--- src/rtl/seven_seg_scan_ctrl_if.sv ---
// Write-only 8-bit system bus seen by the seven-segment scan controller.
`timescale 1ns/1ps
interface seven_seg_scan_ctrl_if;
  logic       we;
  logic [7:0] addr;
  logic [7:0] data;

  modport master (output we, addr, data);
  modport slave  (input  we, addr, data);
endinterface

--- src/rtl/seven_seg_scan_ctrl.sv ---
// Bus-mapped N-digit multiplexed seven-segment controller with an anti-ghost blank slot.
// Optional build macro SEVEN_SEG_DIMMING_EN enables PWM brightness from CTRL[7:4].
`timescale 1ns/1ps
module seven_seg_scan_ctrl #(
  parameter logic [7:0] BASE_ADDR    = 8'hD0,
  parameter int         N_DIGITS     = 4,
  parameter int         REFRESH_LOG2 = 16
) (
  input  logic                  clk,
  input  logic                  rst_n,
  seven_seg_scan_ctrl_if.slave  bus,
  output logic [N_DIGITS-1:0]   sel,
  output logic [7:0]            digit
);

  localparam int IDX_W = (N_DIGITS > 1) ? $clog2(N_DIGITS) : 1;
  localparam logic [IDX_W-1:0]        IDX_LAST   = IDX_W'(N_DIGITS - 1);
  localparam logic [REFRESH_LOG2-1:0] PRESC_LAST = '1;

  typedef enum logic [2:0] {
    ST_OFF   = 3'b001,
    ST_BLANK = 3'b010,
    ST_SHOW  = 3'b100
  } state_t;

  function automatic logic [6:0] hex_to_seg(input logic [3:0] v);
    logic [6:0] seg;
    case (v)
      4'h0: seg = 7'h40;
      4'h1: seg = 7'h79;
      4'h2: seg = 7'h24;
      4'h3: seg = 7'h30;
      4'h4: seg = 7'h19;
      4'h5: seg = 7'h12;
      4'h6: seg = 7'h02;
      4'h7: seg = 7'h78;
      4'h8: seg = 7'h00;
      4'h9: seg = 7'h10;
      4'hA: seg = 7'h08;
      4'hB: seg = 7'h03;
      4'hC: seg = 7'h46;
      4'hD: seg = 7'h21;
      4'hE: seg = 7'h06;
      4'hF: seg = 7'h0E;
      default: seg = 7'h7F;
    endcase
    return seg;
  endfunction

  logic [5:0]              digreg_r [N_DIGITS];
  logic [7:0]              ctrl_r;
  state_t                  state_r, state_nxt;
  logic [IDX_W-1:0]        idx_r, idx_nxt;
  logic [REFRESH_LOG2-1:0] presc_r, presc_nxt;
  logic [N_DIGITS-1:0]     sel_r, sel_nxt, lit_s;
  logic [7:0]              digit_r, digit_nxt;
  logic [7:0]              offset_s;
  logic                    wr_ctrl_s;
  logic [N_DIGITS-1:0]     wr_dig_s;
  logic [5:0]              cur_s;
  logic                    unused_ctrl_s;

  assign unused_ctrl_s = ^ctrl_r[7:1];

  // Bus address decode into per-register write strobes.
  always_comb begin
    offset_s  = bus.addr - BASE_ADDR;
    wr_ctrl_s = bus.we && (offset_s == 8'(N_DIGITS));
    wr_dig_s  = '0;
    for (int i = 0; i < N_DIGITS; i++) begin
      wr_dig_s[i] = bus.we && (offset_s == 8'(i));
    end
  end

  // Digit and control registers.
  always_ff @(posedge clk or negedge rst_n) begin
    if (!rst_n) begin
      ctrl_r <= 8'hF1;
      for (int i = 0; i < N_DIGITS; i++) begin
        digreg_r[i] <= 6'h00;
      end
    end else begin
      if (wr_ctrl_s) begin
        ctrl_r <= bus.data;
      end
      for (int i = 0; i < N_DIGITS; i++) begin
        if (wr_dig_s[i]) begin
          digreg_r[i] <= bus.data[5:0];
        end
      end
    end
  end

  // State, scan index, prescaler and registered pin drivers.
  always_ff @(posedge clk or negedge rst_n) begin
    if (!rst_n) begin
      state_r <= ST_BLANK;
      idx_r   <= '0;
      presc_r <= '0;
      sel_r   <= '1;
      digit_r <= 8'hFF;
    end else begin
      state_r <= state_nxt;
      idx_r   <= idx_nxt;
      presc_r <= presc_nxt;
      sel_r   <= sel_nxt;
      digit_r <= digit_nxt;
    end
  end

  // Next state plus slot counters; disable overrides every state.
  always_comb begin
    state_nxt = ST_BLANK;
    if (!ctrl_r[0]) begin
      state_nxt = ST_OFF;
    end else begin
      case (state_r)
        ST_OFF:   state_nxt = ST_BLANK;
        ST_BLANK: state_nxt = ST_SHOW;
        ST_SHOW:  state_nxt = (presc_r == PRESC_LAST) ? ST_BLANK : ST_SHOW;
        default:  state_nxt = ST_BLANK;
      endcase
    end

    if ((state_r == ST_SHOW) && (state_nxt == ST_SHOW)) begin
      presc_nxt = presc_r + 1'b1;
    end else begin
      presc_nxt = '0;
    end

    if (state_nxt == ST_OFF) begin
      idx_nxt = '0;
    end else if ((state_r == ST_SHOW) && (state_nxt == ST_BLANK)) begin
      idx_nxt = (idx_r == IDX_LAST) ? '0 : idx_r + 1'b1;
    end else begin
      idx_nxt = idx_r;
    end
  end

  // Pin values for the upcoming cycle; the digit register is read live for write-through.
  always_comb begin
    cur_s     = digreg_r[idx_nxt];
    lit_s     = ~(N_DIGITS'(1) << idx_nxt);
    sel_nxt   = '1;
    digit_nxt = 8'hFF;
    case (state_nxt)
      ST_SHOW: begin
`ifdef SEVEN_SEG_DIMMING_EN
        if (presc_nxt[REFRESH_LOG2-1 -: 4] <= ctrl_r[7:4]) begin
          sel_nxt = lit_s;
        end else begin
          sel_nxt = '1;
        end
`else
        sel_nxt = lit_s;
`endif
        digit_nxt = cur_s[5] ? 8'hFF : {~cur_s[4], hex_to_seg(cur_s[3:0])};
      end
      default: begin
        sel_nxt   = '1;
        digit_nxt = 8'hFF;
      end
    endcase
  end

  assign sel   = sel_r;
  assign digit = digit_r;

endmodule

--- src/flat_wrapper.sv ---
// flat-port wrapper written by rule: the top's interface ports become plain ports
module seven_seg_scan_ctrl_flat 
#(
  parameter logic [7:0] BASE_ADDR    = 8'hD0,
  parameter int         N_DIGITS     = 4,
  parameter int         REFRESH_LOG2 = 16
)
  (clk, rst_n, sel, digit, bus_we, bus_addr, bus_data);
  seven_seg_scan_ctrl_if bus_i ();
  input  logic clk;
  input  logic rst_n;
  output logic [N_DIGITS-1:0] sel;
  output logic [7:0] digit;
  input wire logic [$bits(bus_i.we)-1:0] bus_we;
  input wire logic [$bits(bus_i.addr)-1:0] bus_addr;
  input wire logic [$bits(bus_i.data)-1:0] bus_data;
  assign bus_i.we = bus_we;
  assign bus_i.addr = bus_addr;
  assign bus_i.data = bus_data;
  seven_seg_scan_ctrl #(.BASE_ADDR(BASE_ADDR), .N_DIGITS(N_DIGITS), .REFRESH_LOG2(REFRESH_LOG2)) u_core (.clk(clk), .rst_n(rst_n), .bus(bus_i), .sel(sel), .digit(digit));
endmodule
--- config.mk ---
export PLATFORM = sky130hd
export DESIGN_NAME = seven_seg_scan_ctrl_flat
export DESIGN_NICKNAME = d
export VERILOG_FILES = /design/src/rtl/seven_seg_scan_ctrl_if.sv /design/src/rtl/seven_seg_scan_ctrl.sv /design/src/flat_wrapper.sv
export SDC_FILE = /design/constraint.sdc
export NUM_CORES = 1
export LEC_CHECK = 0
export ABC_AREA = 1
export BUFFER_PORTS_ARGS = -buffer_cell sky130_fd_sc_hd__clkbuf_2
export CELL_PAD_IN_SITES_DETAIL_PLACEMENT = 1
export CELL_PAD_IN_SITES_GLOBAL_PLACEMENT = 2
export CORE_MARGIN = 10
export CORE_UTILIZATION = 38
export DETAILED_ROUTE_END_ITERATION = 8
export PLACE_DENSITY_LB_ADDON = 0.1
export SLEW_MARGIN = 20
export SYNTH_ARGS = -nofsm -noshare
export SYNTH_HDL_FRONTEND = slang
export SYNTH_SLANG_ARGS = --single-unit
--- constraint.sdc ---
create_clock -name clk -period 7.2 [get_ports clk]
set_input_delay 0.72 -clock clk [delete_from_list [all_inputs] [get_ports clk]]
set_output_delay 0.72 -clock clk [all_outputs]
set_load 0.005 [all_outputs]
[Yosys cells after proc, flatten, opt, wreduce, memory -nomap -nowiden]
Memory sizes are Yosys's and may differ from the RTL's.
Index checks and enable logic that the tools add are counted.
Widths: inputs -> output; s select.
Operators by class
  shift-type cells: 1
  mux-type cells: 13
  equal/unequal tests: 11
  reductions and logical operators: 8
  bitwise gates (word level): 3
  magnitude comparators: 1
  add/sub/neg operators: 3
Operator list (count)
  $add 16x1->16 const B: 1
  $eq 16x16->1 const B: 1
  $eq 8x2->1 const B: 2
  $mux 16: 1
  $mux 8: 2
  $bmux 6 s2: 1
  $mux 6: 2
  $eq 8x1->1 const B: 1
  $eq 8x3->1 const B: 1
  $logic_not 8->1: 1
  $sub 8x8->8 const B: 1
  $logic_and 1x1->1: 7
  $eq 3x2->1 const B: 2
  $eq 3x3->1 const B: 2
  $mux 2: 3
  $mux 3: 2
  $pmux 3 s2: 1
  $mux 4: 1
  $not 4->4: 1
  $shl 1x2->4 const A: 1
  $eq 3x1->1 const B: 1
  $ge 3x3->1 const B: 1
  $not 2->3: 1
  $add 2x1->2 const B: 1
  2 further kinds: 2
Storage, ports and cells
  bits in read-only memories: 112
  input port bits: 19
  output and inout bits: 12
  bits in registers: 58
  memories: 1
  word-level logic and storage cells: 51
Memories
  (name not given): depth 16, width 7, rd ports 1, clocked after memory_dff 0, wr ports 0, line seven_seg_scan_ctrl.sv:28  | case (v)

[Longest topological paths before layout]
  word-level depth: 15
  gate-level depth with buffers: 20
  mapped depth without buffers: 20

[Worst setup path before layout]
No wires, ideal clock.
  path type: flip-flop to flip-flop
  from: register u_core.presc_r[0]
  to: register u_core.digit_r[3] (netlist: u_core.digit[3])
  buffers on the path: 1
  setup time: 0.083 ns
  setup slack: 4.801 ns
  stages on the path, launching flop included: 21
  period minus slack after synthesis: 2.399 ns
  data required time: 7.117 ns
  arrival: 2.317 ns
  path through: dfrtp_1 ha_1 nand2_1 nor2_1 nand2_2 nor2_4 nand4_4 nand2_4 nand2_2 nor2_4 buf_6 nor2_2 nand2_2 nand2_2 nor2_4 inv_1 ha_1 nand2_2 nand2_1 nand2_1 nand3_1
Between the ends
  longest elaborated chain between the ends: 15
  elaborated cells between the ends (all ways): 17
  classes of those cells: eq/ne (4); mux (10); bitwise (1); reduce/logical (1); memory (1)
Ends and longest elaborated chain
  from (decl): line seven_seg_scan_ctrl.sv:54  | logic [REFRESH_LOG2-1:0] presc_r, presc_nxt;
  from (signal assigned): line seven_seg_scan_ctrl.sv:105  | presc_r <= presc_nxt;
  $eq 16x16->1 *: line seven_seg_scan_ctrl.sv:120  | ST_SHOW: state_nxt = (presc_r == PRESC_LAST) ? ST_BLANK : ST_SHOW;
  $mux 3 *: line seven_seg_scan_ctrl.sv:120
  $pmux 3 s2 *: line seven_seg_scan_ctrl.sv:117  | case (state_r)
  $mux 3 *: line seven_seg_scan_ctrl.sv:114  | if (!ctrl_r[0]) begin
  $eq 3x2->1: line seven_seg_scan_ctrl.sv:133  | end else if ((state_r == ST_SHOW) && (state_nxt == ST_BLANK)) begin
  $logic_and 1x1->1: line seven_seg_scan_ctrl.sv:133
  $mux 2: line seven_seg_scan_ctrl.sv:133
  $mux 2 *: line seven_seg_scan_ctrl.sv:131  | if (state_nxt == ST_OFF) begin
  via u_core.idx_nxt[0]: line seven_seg_scan_ctrl.sv:53  | logic [IDX_W-1:0] idx_r, idx_nxt;
  $not 2->3 (implied by the code) *: line seven_seg_scan_ctrl.sv:142  | cur_s = digreg_r[idx_nxt];
  $bmux 6 s2 *: line seven_seg_scan_ctrl.sv:142
  $mux 6 (implied by the code) * (2 in a row): line seven_seg_scan_ctrl.sv:142
  $mem_v2 16x7
  $mux 8 *: line seven_seg_scan_ctrl.sv:157  | digit_nxt = cur_s[5] ? 8'hFF : {~cur_s[4], hex_to_seg(cur_s[3:0])};
  $mux 8 *: line seven_seg_scan_ctrl.sv:146  | case (state_nxt)
  via u_core.digit_nxt[3]: line seven_seg_scan_ctrl.sv:56  | logic [7:0] digit_r, digit_nxt;
  to (signal assigned): line seven_seg_scan_ctrl.sv:107  | digit_r <= digit_nxt;
  to (decl): line seven_seg_scan_ctrl.sv:56
Mark *: on every way through the listed nets, which the timed path passes. The rest lies on a longest branch. The select of a mux whose other input is x is not followed.
A chain may end at the register's enable or synchronous reset.

[Worst setup path in the final report]
  from: register u_core.presc_r[0]
  to: register u_core.digit_r[5] (netlist: u_core.digit[5])
Between the ends
  longest elaborated chain between the ends: 15
  elaborated cells between the ends (all ways): 17
  classes of those cells: eq/ne (4); mux (10); bitwise (1); reduce/logical (1); memory (1)
Ends and longest elaborated chain (line)
  $eq 16x16->1 *: seven_seg_scan_ctrl.sv:120
  $mux 3 *: seven_seg_scan_ctrl.sv:120
  $pmux 3 s2 *: seven_seg_scan_ctrl.sv:117
  $mux 3 *: seven_seg_scan_ctrl.sv:114
  $eq 3x2->1: seven_seg_scan_ctrl.sv:133
  $logic_and 1x1->1: seven_seg_scan_ctrl.sv:133
  $mux 2: seven_seg_scan_ctrl.sv:133
  $mux 2: seven_seg_scan_ctrl.sv:131
  $not 2->3 (implied by the code): seven_seg_scan_ctrl.sv:142
  $bmux 6 s2: seven_seg_scan_ctrl.sv:142
  $mux 6 (implied by the code) (2 in a row): seven_seg_scan_ctrl.sv:142
  $mem_v2 16x7
  $mux 8: seven_seg_scan_ctrl.sv:157
  $mux 8 *: seven_seg_scan_ctrl.sv:146
  via u_core.digit_nxt[5]: seven_seg_scan_ctrl.sv:56
Marks and branches as above.

==> metrics.txt <==
Hold Worst Slack 0.474 ns; number of resized instances in the post-cts repair step 0; endpoint kind of the worst setup timing path register; final setup violation count 0; Setup WS post-layout 4.34 ns; post-route setup TNS 0 ns; number of clock sinks 58; maximum level of the CTS H-tree 3; Post-CTS Hold Buffers 0; Worst Hold Path Cells 1; switching part of the total 23.8%; Int Power 0.000499 W; combinational cell fraction of total power 5.7%; min Tclk post-route 2.86 ns; number of buffers inserted to repair setup after CTS 0; critical path cell sequence ha_1 -> nand2_1 -> nor2_1 -> nand2_2 -> nor2_4 -> nand4_4 -> nand2_4 -> nand2_2 -> nor2_4 -> nor2_2 -> nand2_2 -> nand2_2 -> nor2_4 -> inv_1 -> ha_1 -> nand2_2 -> o21ai_1 -> nand2_1 -> nand2_1; standard cell with the maximum stage delay on the critical path sky130_fd_sc_hd__dfrtp_1; number of cells on the worst reg-to-reg path 19; Die Height 109 um; # IOs 31; most repeated library cell on the critical path sky130_fd_sc_hd__nand2_2; Nets 413; fraction of the cycle the final worst path needs 39.7%; transition time at the pin with the least slew margin 0.722 ns; clock insertion delay at the later pin of the skew report 0.34 ns; setup repair after global routing missed its margin no; path class of the lowest-slack min-delay path reg -> reg; type of the worst setup path reg -> reg; first-pass GRT wire length 11,800 um; final estimated routing congestion in global placement 0.736; diode insertion count for antenna repair 0; Setup crit start kind register; Cell Rows 32; Inserted Clock Buffers 9; layout cell share with drive strength beyond 1 23.8%; final worst clock skew 0.0105 ns; P_sw 0.000156 W; root buf cell sky130_fd_sc_hd__clkbuf_8; Hold Violations, Final 0; vias per std cell 4.74; status completed; area enclosed by the die boundary 11,800 um^2; CTS clk-pin slew, worst paths 0.07 ns; largest vdd supply drop 0.0930 mV; delay contributed by the slowest stage of the critical path 0.37 ns; Cells after Synth 353; Required @ worst endpoint 7.47 ns; worst max-slew margin expressed relative to the limit 51.8%; maximum operating frequency 0.350 GHz; Remaining DRCs 0; number of flip-flops and latches in the synthesized netlist 58; Synth cell types 33; synthesis-to-layout area growth 14.1%; Post-Syn Area 2990 um^2; average wire per cell in the routed design 13.8 um; part of the total power dissipated in the clock network 42.5%; number of nets in the synthesized netlist 380; synthesized area divided by synthesized cell count 8.47 um^2; via count of the first global-routing pass 2,535; worst endpoint data arrival time 3.13 ns; largest net degree at the start of global routing 59; count of port buffers added during placement 28; first-iteration detailed-routing DRC count 58; number of pins with negative max-slew slack in the final report 0; number of nets with antenna violations after detailed routing 0; Tot GR Track Use 12.6%; estimated wirelength of the detail-placed design 5030 um; total vias in the final route 2,336; Max Cap Viol 0; overall overflow remaining after global route 0; CTS tree built; Routed WL 6820 um; Core Region 7690 um^2; number of warnings reported in the yosys synthesis log 0; commonest cells after routing, fill and taps aside sky130_fd_sc_hd__nand2_1 (100), sky130_fd_sc_hd__dfrtp_1 (44), sky130_fd_sc_hd__inv_1 (36); horizontal extent of the die 109 um; Power per Cell Area 192 nW/um^2; Initial Utilization 38.9%; largest fanout on the critical path 13; static leakage 1.63 nW; largest buffer count on any clock path 2; sequential cell area fraction in the yosys report 49.1%; share of total power in sequential cells 51.8%; number of antenna violations at the first check in global routing 0; Register-to-Register Setup Slack 4.34 ns; leading cell type in the layout, fill and taps excluded sky130_fd_sc_hd__nand2_1; worst setup slack before clock tree synthesis 4.30 ns; detailed-routing iteration count for the pre-antenna-repair pass 4
[final cells by class]
cell class	instances	area, um^2
well taps	102	128
clock buffers	14	173
repair buffers	29	148
fillers	957	4280
flip-flops and latches	58	1470
multi-input cells	249	1340
inverters	39	146
clock inverters	2	10.0
[state kept, by name, summed over array words and instances, names as in the netlist]
signal           cells
u_core.digreg_r     24
u_core.sel           4
u_core.idx_r         2
u_core.ctrl_r        1
u_core.presc_r      16
u_core.state_r       3
u_core.digit         8
[layer usage]
layer / vias up / wire, um / global-route usage (%)
li1: 1190 / - / -
met1: 1114 / 3190 / 14.8
met2: 22 / 3310 / 21.2
met3: 10 / 202 / 3.19
met4: 0 / 125 / 5.93
met5: - / 0 / 0
[worst max-delay path, delay by kind of cell (launching register included)]
kind	cells	cell delay, ns
fa+ha+maj	2	0.41
buf+inv	1	0.12
flops	1	0.37
compound gates	1	0.07
simple gates	15	1.83
[power by group through the flow]
stage / clock network [W] / logic (W) / registers, W
2_1_floorplan: 0 / 0.0000220 / 0.000343
3_3_place_gp: 0 / 0.0000371 / 0.000345
3_5_place_dp: 0 / 0.0000382 / 0.000345
4_1_cts: 0.000289 / 0.0000385 / 0.000339
5_1_grt: 0.000302 / 0.0000444 / 0.000340
6_report: 0.000278 / 0.0000372 / 0.000339
[synthesized netlist by cell type]
cell type / n / area share [%]
sky130_fd_sc_hd__a31oi_1: 1 / 0.21
sky130_fd_sc_hd__nor3b_1: 8 / 2.0
sky130_fd_sc_hd__a31o_2: 1 / 0.29
sky130_fd_sc_hd__nor2_2: 5 / 1.0
sky130_fd_sc_hd__ha_1: 8 / 3.3
sky130_fd_sc_hd__nand4_4: 1 / 0.71
sky130_fd_sc_hd__xor2_1: 2 / 0.59
sky130_fd_sc_hd__xnor2_1: 1 / 0.29
sky130_fd_sc_hd__nor2_4: 5 / 1.9
sky130_fd_sc_hd__nor2_8: 1 / 0.67
sky130_fd_sc_hd__o21ai_1: 2 / 0.33
sky130_fd_sc_hd__inv_2: 3 / 0.38
sky130_fd_sc_hd__o211ai_1: 1 / 0.25
sky130_fd_sc_hd__nand3b_1: 1 / 0.25
sky130_fd_sc_hd__nand4_1: 4 / 0.84
sky130_fd_sc_hd__nand2_4: 5 / 1.9
sky130_fd_sc_hd__nor2_1: 26 / 3.3
sky130_fd_sc_hd__and3_1: 1 / 0.21
sky130_fd_sc_hd__nand2_1: 100 / 13
sky130_fd_sc_hd__clkbuf_1: 5 / 0.63
sky130_fd_sc_hd__inv_1: 36 / 4.5
sky130_fd_sc_hd__dfrtp_1: 44 / 37
sky130_fd_sc_hd__buf_6: 1 / 0.38
sky130_fd_sc_hd__buf_4: 1 / 0.25
sky130_fd_sc_hd__nand3_1: 21 / 3.5
sky130_fd_sc_hd__a211oi_1: 1 / 0.25
sky130_fd_sc_hd__nand3_2: 4 / 1.3
sky130_fd_sc_hd__a311oi_1: 1 / 0.29
sky130_fd_sc_hd__nand2_2: 11 / 2.3
sky130_fd_sc_hd__a21oi_1: 5 / 0.84
sky130_fd_sc_hd__o21ai_0: 26 / 4.4
sky130_fd_sc_hd__nor3_1: 7 / 1.2
sky130_fd_sc_hd__dfstp_2: 14 / 12
[final timing paths]
kind                                    from            endpoint
max                        u_core.presc_r[0]     u_core.digit[5]
min                        u_core.presc_r[0]   u_core.presc_r[0]
min reg2reg                u_core.presc_r[0]   u_core.presc_r[0]
max in group asynchronous              rst_n  u_core.digreg_r[0]
max reg2reg                u_core.presc_r[0]     u_core.digit[5]
min in group asynchronous              rst_n   u_core.presc_r[6]
[cells by family after synthesis]
group	Yosys count	share of synthesized area [%]
XOR/XNOR	3	0.879
AO/OA/AOI/OAI	38	6.82
adder cells (fa/ha/maj)	8	3.35
AND/OR/NAND/NOR	200	33.7
flip-flops	58	49.1
buffers and inverters	46	6.15
[per-stage QoR]
stage	util [%]	power [W]	area (um^2)	std cells
3_5_place_dp	42.0	0.000383	3230	477
6_report	44.4	0.000655	3410	493
4_1_cts	44.4	0.000667	3410	493
5_1_grt	44.4	0.000687	3410	493
3_3_place_gp	42.0	0.000382	3230	477
2_1_floorplan	-	0.000365	2990	353
(Power assumes the default switching activity.)
